**src/rtl/ball_centroid_tracker.sv**
```systemverilog
// Per-frame ball centroid tracker: classifies camera pixels, accumulates coordinate sums,
// then divides sum/count with a restoring divider and publishes ball_x/ball_y with a strobe.
module ball_centroid_tracker #(
    parameter logic [3:0]  R_MIN      = 4'd10,
    parameter logic [3:0]  GB_MAX     = 4'd5,
    parameter logic [5:0]  LUMA_MIN   = 6'd40,
    parameter logic [18:0] MIN_PIXELS = 19'd16,
    parameter logic [9:0]  X_LO       = 10'd20,
    parameter logic [9:0]  X_HI       = 10'd619,
    parameter logic [8:0]  Y_LO       = 9'd40,
    parameter logic [8:0]  Y_HI       = 9'd439
) (
    input  logic        pixel_clk,
    input  logic        rst_n,
    input  logic        sof,
    input  logic        eof,
    input  logic        pix_valid,
    input  logic [9:0]  pix_x,
    input  logic [8:0]  pix_y,
    input  logic [11:0] pix_data,
    input  logic        red_hue,
    output logic [9:0]  ball_x,
    output logic [8:0]  ball_y,
    output logic        ball_valid,
    output logic        change_ideal,
    output logic        busy,
    output logic        overrun
);

    typedef enum logic [1:0] {
        S_IDLE,
        S_DIV_X,
        S_DIV_Y,
        S_UPDATE
    } state_t;

    localparam logic [4:0] LAST_STEP = 5'd27;

    logic [3:0]  w_r;
    logic [3:0]  w_g;
    logic [3:0]  w_b;
    logic [5:0]  w_luma;
    logic        w_in_roi;
    logic        w_hue_ok;
    logic        w_luma_ok;
    logic        w_ball_pix;
    logic [18:0] w_cnt_inc;
    logic [27:0] w_sum_x_inc;
    logic [27:0] w_sum_y_inc;

    logic [18:0] r_cnt;
    logic [27:0] r_sum_x;
    logic [27:0] r_sum_y;

    state_t      r_state;
    logic [4:0]  r_step;
    logic [18:0] r_den;
    logic [27:0] r_quo;
    logic [18:0] r_rem;
    logic [27:0] r_sum_y_op;
    logic [9:0]  r_quo_x;
    logic [9:0]  r_ball_x;
    logic [8:0]  r_ball_y;
    logic        r_ball_valid;
    logic        r_change;
    logic        r_overrun;

    logic [19:0] w_rem_shift;
    logic        w_rem_ge;
    logic [18:0] w_rem_next;
    logic [27:0] w_quo_next;

    assign w_r = pix_data[11:8];
    assign w_g = pix_data[7:4];
    assign w_b = pix_data[3:0];
    assign w_luma = {2'b00, w_r} + {2'b00, w_g} + {2'b00, w_b};

    assign w_in_roi  = (pix_x >= X_LO) && (pix_x <= X_HI) && (pix_y >= Y_LO) && (pix_y <= Y_HI);
    assign w_hue_ok  = (w_r >= R_MIN) && (w_g <= GB_MAX) && (w_b <= GB_MAX);
    assign w_luma_ok = (w_luma >= LUMA_MIN);
    assign w_ball_pix = pix_valid && w_in_roi && (red_hue ? w_hue_ok : w_luma_ok);

    // Running totals including this cycle's pixel; used both for accumulation and the eof snapshot.
    assign w_cnt_inc   = r_cnt + {18'd0, w_ball_pix};
    assign w_sum_x_inc = r_sum_x + {18'd0, pix_x & {10{w_ball_pix}}};
    assign w_sum_y_inc = r_sum_y + {19'd0, pix_y & {9{w_ball_pix}}};

    always_ff @(posedge pixel_clk or negedge rst_n) begin
        if (!rst_n) begin
            r_cnt   <= '0;
            r_sum_x <= '0;
            r_sum_y <= '0;
        end else if (eof) begin
            r_cnt   <= '0;
            r_sum_x <= '0;
            r_sum_y <= '0;
        end else if (sof) begin
            r_cnt   <= {18'd0, w_ball_pix};
            r_sum_x <= {18'd0, pix_x & {10{w_ball_pix}}};
            r_sum_y <= {19'd0, pix_y & {9{w_ball_pix}}};
        end else begin
            r_cnt   <= w_cnt_inc;
            r_sum_x <= w_sum_x_inc;
            r_sum_y <= w_sum_y_inc;
        end
    end

    // One restoring-division step: dividend bits shift out of r_quo's MSB, quotient bits in at LSB.
    assign w_rem_shift = {r_rem, r_quo[27]};
    assign w_rem_ge    = (w_rem_shift >= {1'b0, r_den});
    assign w_rem_next  = w_rem_ge ? 19'(w_rem_shift - {1'b0, r_den}) : w_rem_shift[18:0];
    assign w_quo_next  = {r_quo[26:0], w_rem_ge};

    always_ff @(posedge pixel_clk or negedge rst_n) begin
        if (!rst_n) begin
            r_state      <= S_IDLE;
            r_step       <= '0;
            r_den        <= '0;
            r_quo        <= '0;
            r_rem        <= '0;
            r_sum_y_op   <= '0;
            r_quo_x      <= '0;
            r_ball_x     <= '0;
            r_ball_y     <= '0;
            r_ball_valid <= 1'b0;
            r_change     <= 1'b0;
            r_overrun    <= 1'b0;
        end else begin
            r_change <= 1'b0;
            if (eof && (r_state != S_IDLE)) begin
                r_overrun <= 1'b1;
            end
            case (r_state)
                S_IDLE: begin
                    if (eof) begin
                        if (w_cnt_inc < MIN_PIXELS) begin
                            r_ball_valid <= 1'b0;
                        end else begin
                            r_den      <= w_cnt_inc;
                            r_quo      <= w_sum_x_inc;
                            r_sum_y_op <= w_sum_y_inc;
                            r_rem      <= '0;
                            r_step     <= '0;
                            r_state    <= S_DIV_X;
                        end
                    end
                end
                S_DIV_X: begin
                    if (r_step == LAST_STEP) begin
                        r_quo_x <= w_quo_next[9:0];
                        r_quo   <= r_sum_y_op;
                        r_rem   <= '0;
                        r_step  <= '0;
                        r_state <= S_DIV_Y;
                    end else begin
                        r_quo  <= w_quo_next;
                        r_rem  <= w_rem_next;
                        r_step <= r_step + 5'd1;
                    end
                end
                S_DIV_Y: begin
                    r_quo <= w_quo_next;
                    r_rem <= w_rem_next;
                    if (r_step == LAST_STEP) begin
                        r_step  <= '0;
                        r_state <= S_UPDATE;
                    end else begin
                        r_step <= r_step + 5'd1;
                    end
                end
                S_UPDATE: begin
                    r_ball_x     <= r_quo_x;
                    r_ball_y     <= r_quo[8:0];
                    r_ball_valid <= 1'b1;
                    r_change     <= 1'b1;
                    r_state      <= S_IDLE;
                end
                default: r_state <= S_IDLE;
            endcase
        end
    end

    assign ball_x       = r_ball_x;
    assign ball_y       = r_ball_y;
    assign ball_valid   = r_ball_valid;
    assign change_ideal = r_change;
    assign busy         = (r_state != S_IDLE);
    assign overrun      = r_overrun;

endmodule
```
**config.mk**
```make
export PLATFORM = sky130hd
export DESIGN_NAME = ball_centroid_tracker
export DESIGN_NICKNAME = d
export VERILOG_FILES = /design/src/rtl/ball_centroid_tracker.sv
export SDC_FILE = /design/constraint.sdc
export NUM_CORES = 1
export LEC_CHECK = 0
export CAP_MARGIN = 25
export CORE_MARGIN = 2
export CORE_UTILIZATION = 40
export CTS_BUF_LIST = sky130_fd_sc_hd__clkbuf_4
export DETAILED_ROUTE_END_ITERATION = 8
export PLACE_DENSITY_LB_ADDON = 0.12
export SLEW_MARGIN = 25
export SYNTH_ARGS = -nofsm -noshare
export SYNTH_HDL_FRONTEND = slang
export SYNTH_SLANG_ARGS = --single-unit
```
**constraint.sdc**
```tcl
create_clock -name pixel_clk -period 3.2 [get_ports pixel_clk]
set_input_delay 0.96 -clock pixel_clk [delete_from_list [all_inputs] [get_ports pixel_clk]]
set_output_delay 0.96 -clock pixel_clk [all_outputs]
set_load 0.05 [all_outputs]
```
==> summary.md <==
| Metric | Value |
|---|---|
| Total grt overflow | `0` |
| Number of enable flip-flop cells after synthesis | `0` |
| Async S/R FF share, synth | `100%` |
| Area Growth Syn to Fin | `45.5%` |
| Core area | `28,500 µm²` |
| Tightest Pin Transition | `about 650 ps` |
| CTS root buffer | `clkbuf_4` |
| Clk sink count | `between 200 and 250` |
| Rel. slew slack | `a little under three fifths` |
| DR iter-0 viols | `approximately 400` |
| Min Tclk post-route | `4890 ps` |
| Standard-cell rows | `a little over 60` |
| Yosys reg bits | `around 210` |
| DR pass1 iterations | `6` |
| Critical-path maximum fanout | `6` |
| Synth area leader | `dfrtp_1` |
| CTS tree | `done` |
| Antenna-violating nets left | `0` |
| Cell area power density | `approximately 320 nW/µm²` |
| Commonest non-fill, non-tap cell in the layout | `dfrtp_1` |
| Layout cells sized above 1 | `about two fifths` |
| Setup WS pre-CTS | `-2780 ps` |
| Total Die Area | `just over 30,000 µm²` |
| Hpwl dp | `between 20,000 and 25,000 µm` |
| Worst Hold Class | `in -> async` |
| Top cells by area, synth | `dfrtp_1 (45%), ha_1 (5.2%), nor2_1 (5.1%)` |
| Clock transition at path regs | `80 ps` |
| Vias/cell | `between 5 and 6` |
| Syn_area_per_cell | `roughly 9.6 µm²` |
| Clock latency on the worst-skew pair | `between 700 and 800 ps` |
| R2R depth | `13` |
| Max-Cap Viols | `0` |
| Final WS setup | `-1690 ps` |
| Clock Skews | `75.1 ps` |
| Final hold viol count | `0` |
| CP Capture Type | `flop` |
| CP Launch Type | `input pin` |
| Initial core utilization | `about two fifths` |
| Final period utilization | `153%` |
| # setup viols final | `approximately 170` |
| R2r setup slk | `-130 ps` |
| Crit-path slowest cell | `fa_2` |
| DR vias | `9,826` |
| Slowest stage delay, CP | `590 ps` |
| Status | `finished with violations` |
| Synth top area share | `45.2%` |
| Largest net degree at the start of global routing | `69` |
| Remaining DRCs | `0` |
| Routed WL per cell | `17.1 µm` |
| Routability congestion estimate | `about 0.8` |
| Sequential fraction of the synthesis area | `45.2%` |
| Io pins | `60` |
| YS warnings | `0` |
| Peak supply drop | `0.228 mV` |
| Tot Pwr | `between 5 and 6 mW` |
| Die Wd | `174 µm` |
| Synth Flop Type | `dfrtp_1` |
| First-pass GRT wire length | `between 50,000 and 60,000 µm` |
| Critical path type | `in -> reg` |
| Final #Nets | `approximately 1,600` |
| Synthesized Nets | `around 1,300` |
| RSZ-0062 raised after global routing | `yes` |
| CTS Hold Bufs | `0` |
| Violated checks | `negative setup slack` |
| Vias in the first global route | `around 10,000` |
| Number of fillers in the final layout | `approximately 2,500` |
| Worst R2R End | `r_rem[12]$_DFFE_PN0P_` |
| DRT Wirelength | `between 30,000 and 40,000 µm` |
| CTS Buf Count | `between 50 and 60` |
| Initial antenna violation count | `1` |
| Worst R2R Start | `r_quo[27]$_DFFE_PN0P_` |
| Final-report max-slew violation count | `0` |
| GRT Total Usage | `21.0%` |
| Longest Clk Path Bufs | `3` |
| Worst EP required | `between 3000 and 4000 ps` |
| Signal arrival time at the worst endpoint | `around 5500 ps` |
| Most frequent cells in the layout | `dfrtp_1 (208), nor2_1 (116), buf_4 (116), clkbuf_4 (82), nand2_1 (64)` |
| Die Ht | `about 170 µm` |
| Lkg Pwr | `roughly 7.5 nW` |
| I/O Buffers | `59` |
| Netlist cell types | `77` |
| Highest clock rate | `approximately 200 MHz` |
| H-Tree Depth | `2` |
| Synth Instances | `1,197` |
| Netlist Area Pre-Place | `about 12,000 µm²` |
==> timing repair <==
item	4_1_cts	5_1_grt
pin swaps	63	90
endpoints found under the setup margin	178	178
gates resized for setup	227	207
buffers inserted	36	24
cloned	6	4
==> stage by stage <==
stage	instance area [µm²]	setup TNS (ps)	hold WS [ps]	utilization, %	cells
final	16800	-238140	212	58.7	1890
after global routing	16800	-261480	188	58.7	1890
after global placement	13700	-415980	458	48.0	1726
after floorplan	11700	-310940	440	-	1197
after CTS	15700	-233930	198	55.1	1869
after detailed placement	13700	-431620	453	48.0	1726
==> flip-flops by register name (all words and copies together), names as in the netlist, 2 cells and up <==
signal      count
r_quo_x        10
r_cnt          19
ball_x         10
r_den          19
r_step          5
ball_y          9
r_sum_x        28
r_sum_y        28
r_quo          28
r_sum_y_op     28
r_state         2
r_rem          19
==> critical path: cells and delay by family <==
| family | cells | cell delay [ps] |
|---|---|---|
| buffers and inverters | 7 | 710 |
| AOI/OAI and AO/OA | 10 | 2010 |
| xor gates and xnor gates | 1 | 150 |
| and+or+nand+nor | 3 | 350 |
| adders and majority gates | 4 | 1300 |
==> per-layer routing <==
metal	up-vias	part of all wire [%]	track usage, %	routed length [µm]
met5	-	0	0	0
li1	4796	-	-	-
met2	134	52	37.1	16700
met1	4842	43	25.8	13800
met4	0	2.7	7.70	865
met3	54	3.0	3.60	977
==> final cells by class <==
class | instances | area, µm² | area share, %
Antenna cell | 1 | 2.50 | 0.0149
Inverter | 60 | 235 | 1.40
Clock inverter | 20 | 120 | 0.716
Clock buffer | 82 | 616 | 3.67
Timing Repair Buffer | 262 | 2740 | 16.3
Multi-Input combinational cell | 873 | 7370 | 44.0
Tap cell | 384 | 480 | 2.87
Sequential cell | 208 | 5200 | 31.0
==> synth_stat cells, drive strengths merged, types with 5 or more instances <==
| cell type | n |
|---|---|
| mux2 | 27 |
| a32oi | 6 |
| xor2 | 27 |
| nand2b | 5 |
| nand3 | 28 |
| dfrtp | 208 |
| fa | 8 |
| nor2 | 157 |
| and2 | 22 |
| a21o | 15 |
| o21ai | 59 |
| nand2 | 91 |
| o21a | 18 |
| buf | 22 |
| ha | 48 |
| a21oi | 80 |
| nand4 | 13 |
| o22a | 13 |
| mux2i | 24 |
| a31oi | 16 |
| nor4 | 5 |
| and3 | 15 |
| a22o | 24 |
| clkbuf | 35 |
| a211oi | 10 |
| nor3 | 15 |
| inv | 60 |
| xnor2 | 53 |
| and4 | 5 |
| nor2b | 7 |
| o211ai | 13 |
| o2111ai | 5 |
| a22oi | 5 |
==> logic make-up after synthesis <==
group | Yosys count | share of synthesized area [%]
flip-flops | 208 | 45.2
XOR/XNOR | 80 | 6.08
adder cells (fa/ha/maj) | 56 | 6.60
AND/OR/NAND/NOR | 379 | 15.3
AO/OA/AOI/OAI | 306 | 17.9
buffers and inverters | 117 | 4.27
multiplexers | 51 | 4.72
==> worst max path at each step <==
stage                 startpoint                    end  slack, ps  cells after the start
global placement     pix_data[3]  r_quo[24]$_DFFE_PN0P_      -2700                     25
global route        pix_data[10]  r_quo[12]$_DFFE_PN0P_      -1840                     25
detailed placement   pix_data[3]  r_step[2]$_DFFE_PN0P_      -2780                     25
CTS                  pix_data[3]  r_quo[12]$_DFFE_PN0P_      -1690                     25
floorplan            pix_data[2]  r_quo[22]$_DFFE_PN0P_      -2230                     19
finish              pix_data[10]  r_quo[12]$_DFFE_PN0P_      -1690                     25
==> power by group <==
part	switching (mW)	internal (mW)	leakage, nW
Combinational	0.177	0.153	4.19
Sequential	0.00304	2.63	2.87
Clock	1.16	1.27	0.440
Total	1.34	4.05	7.51
(Power assumes the default switching activity.)
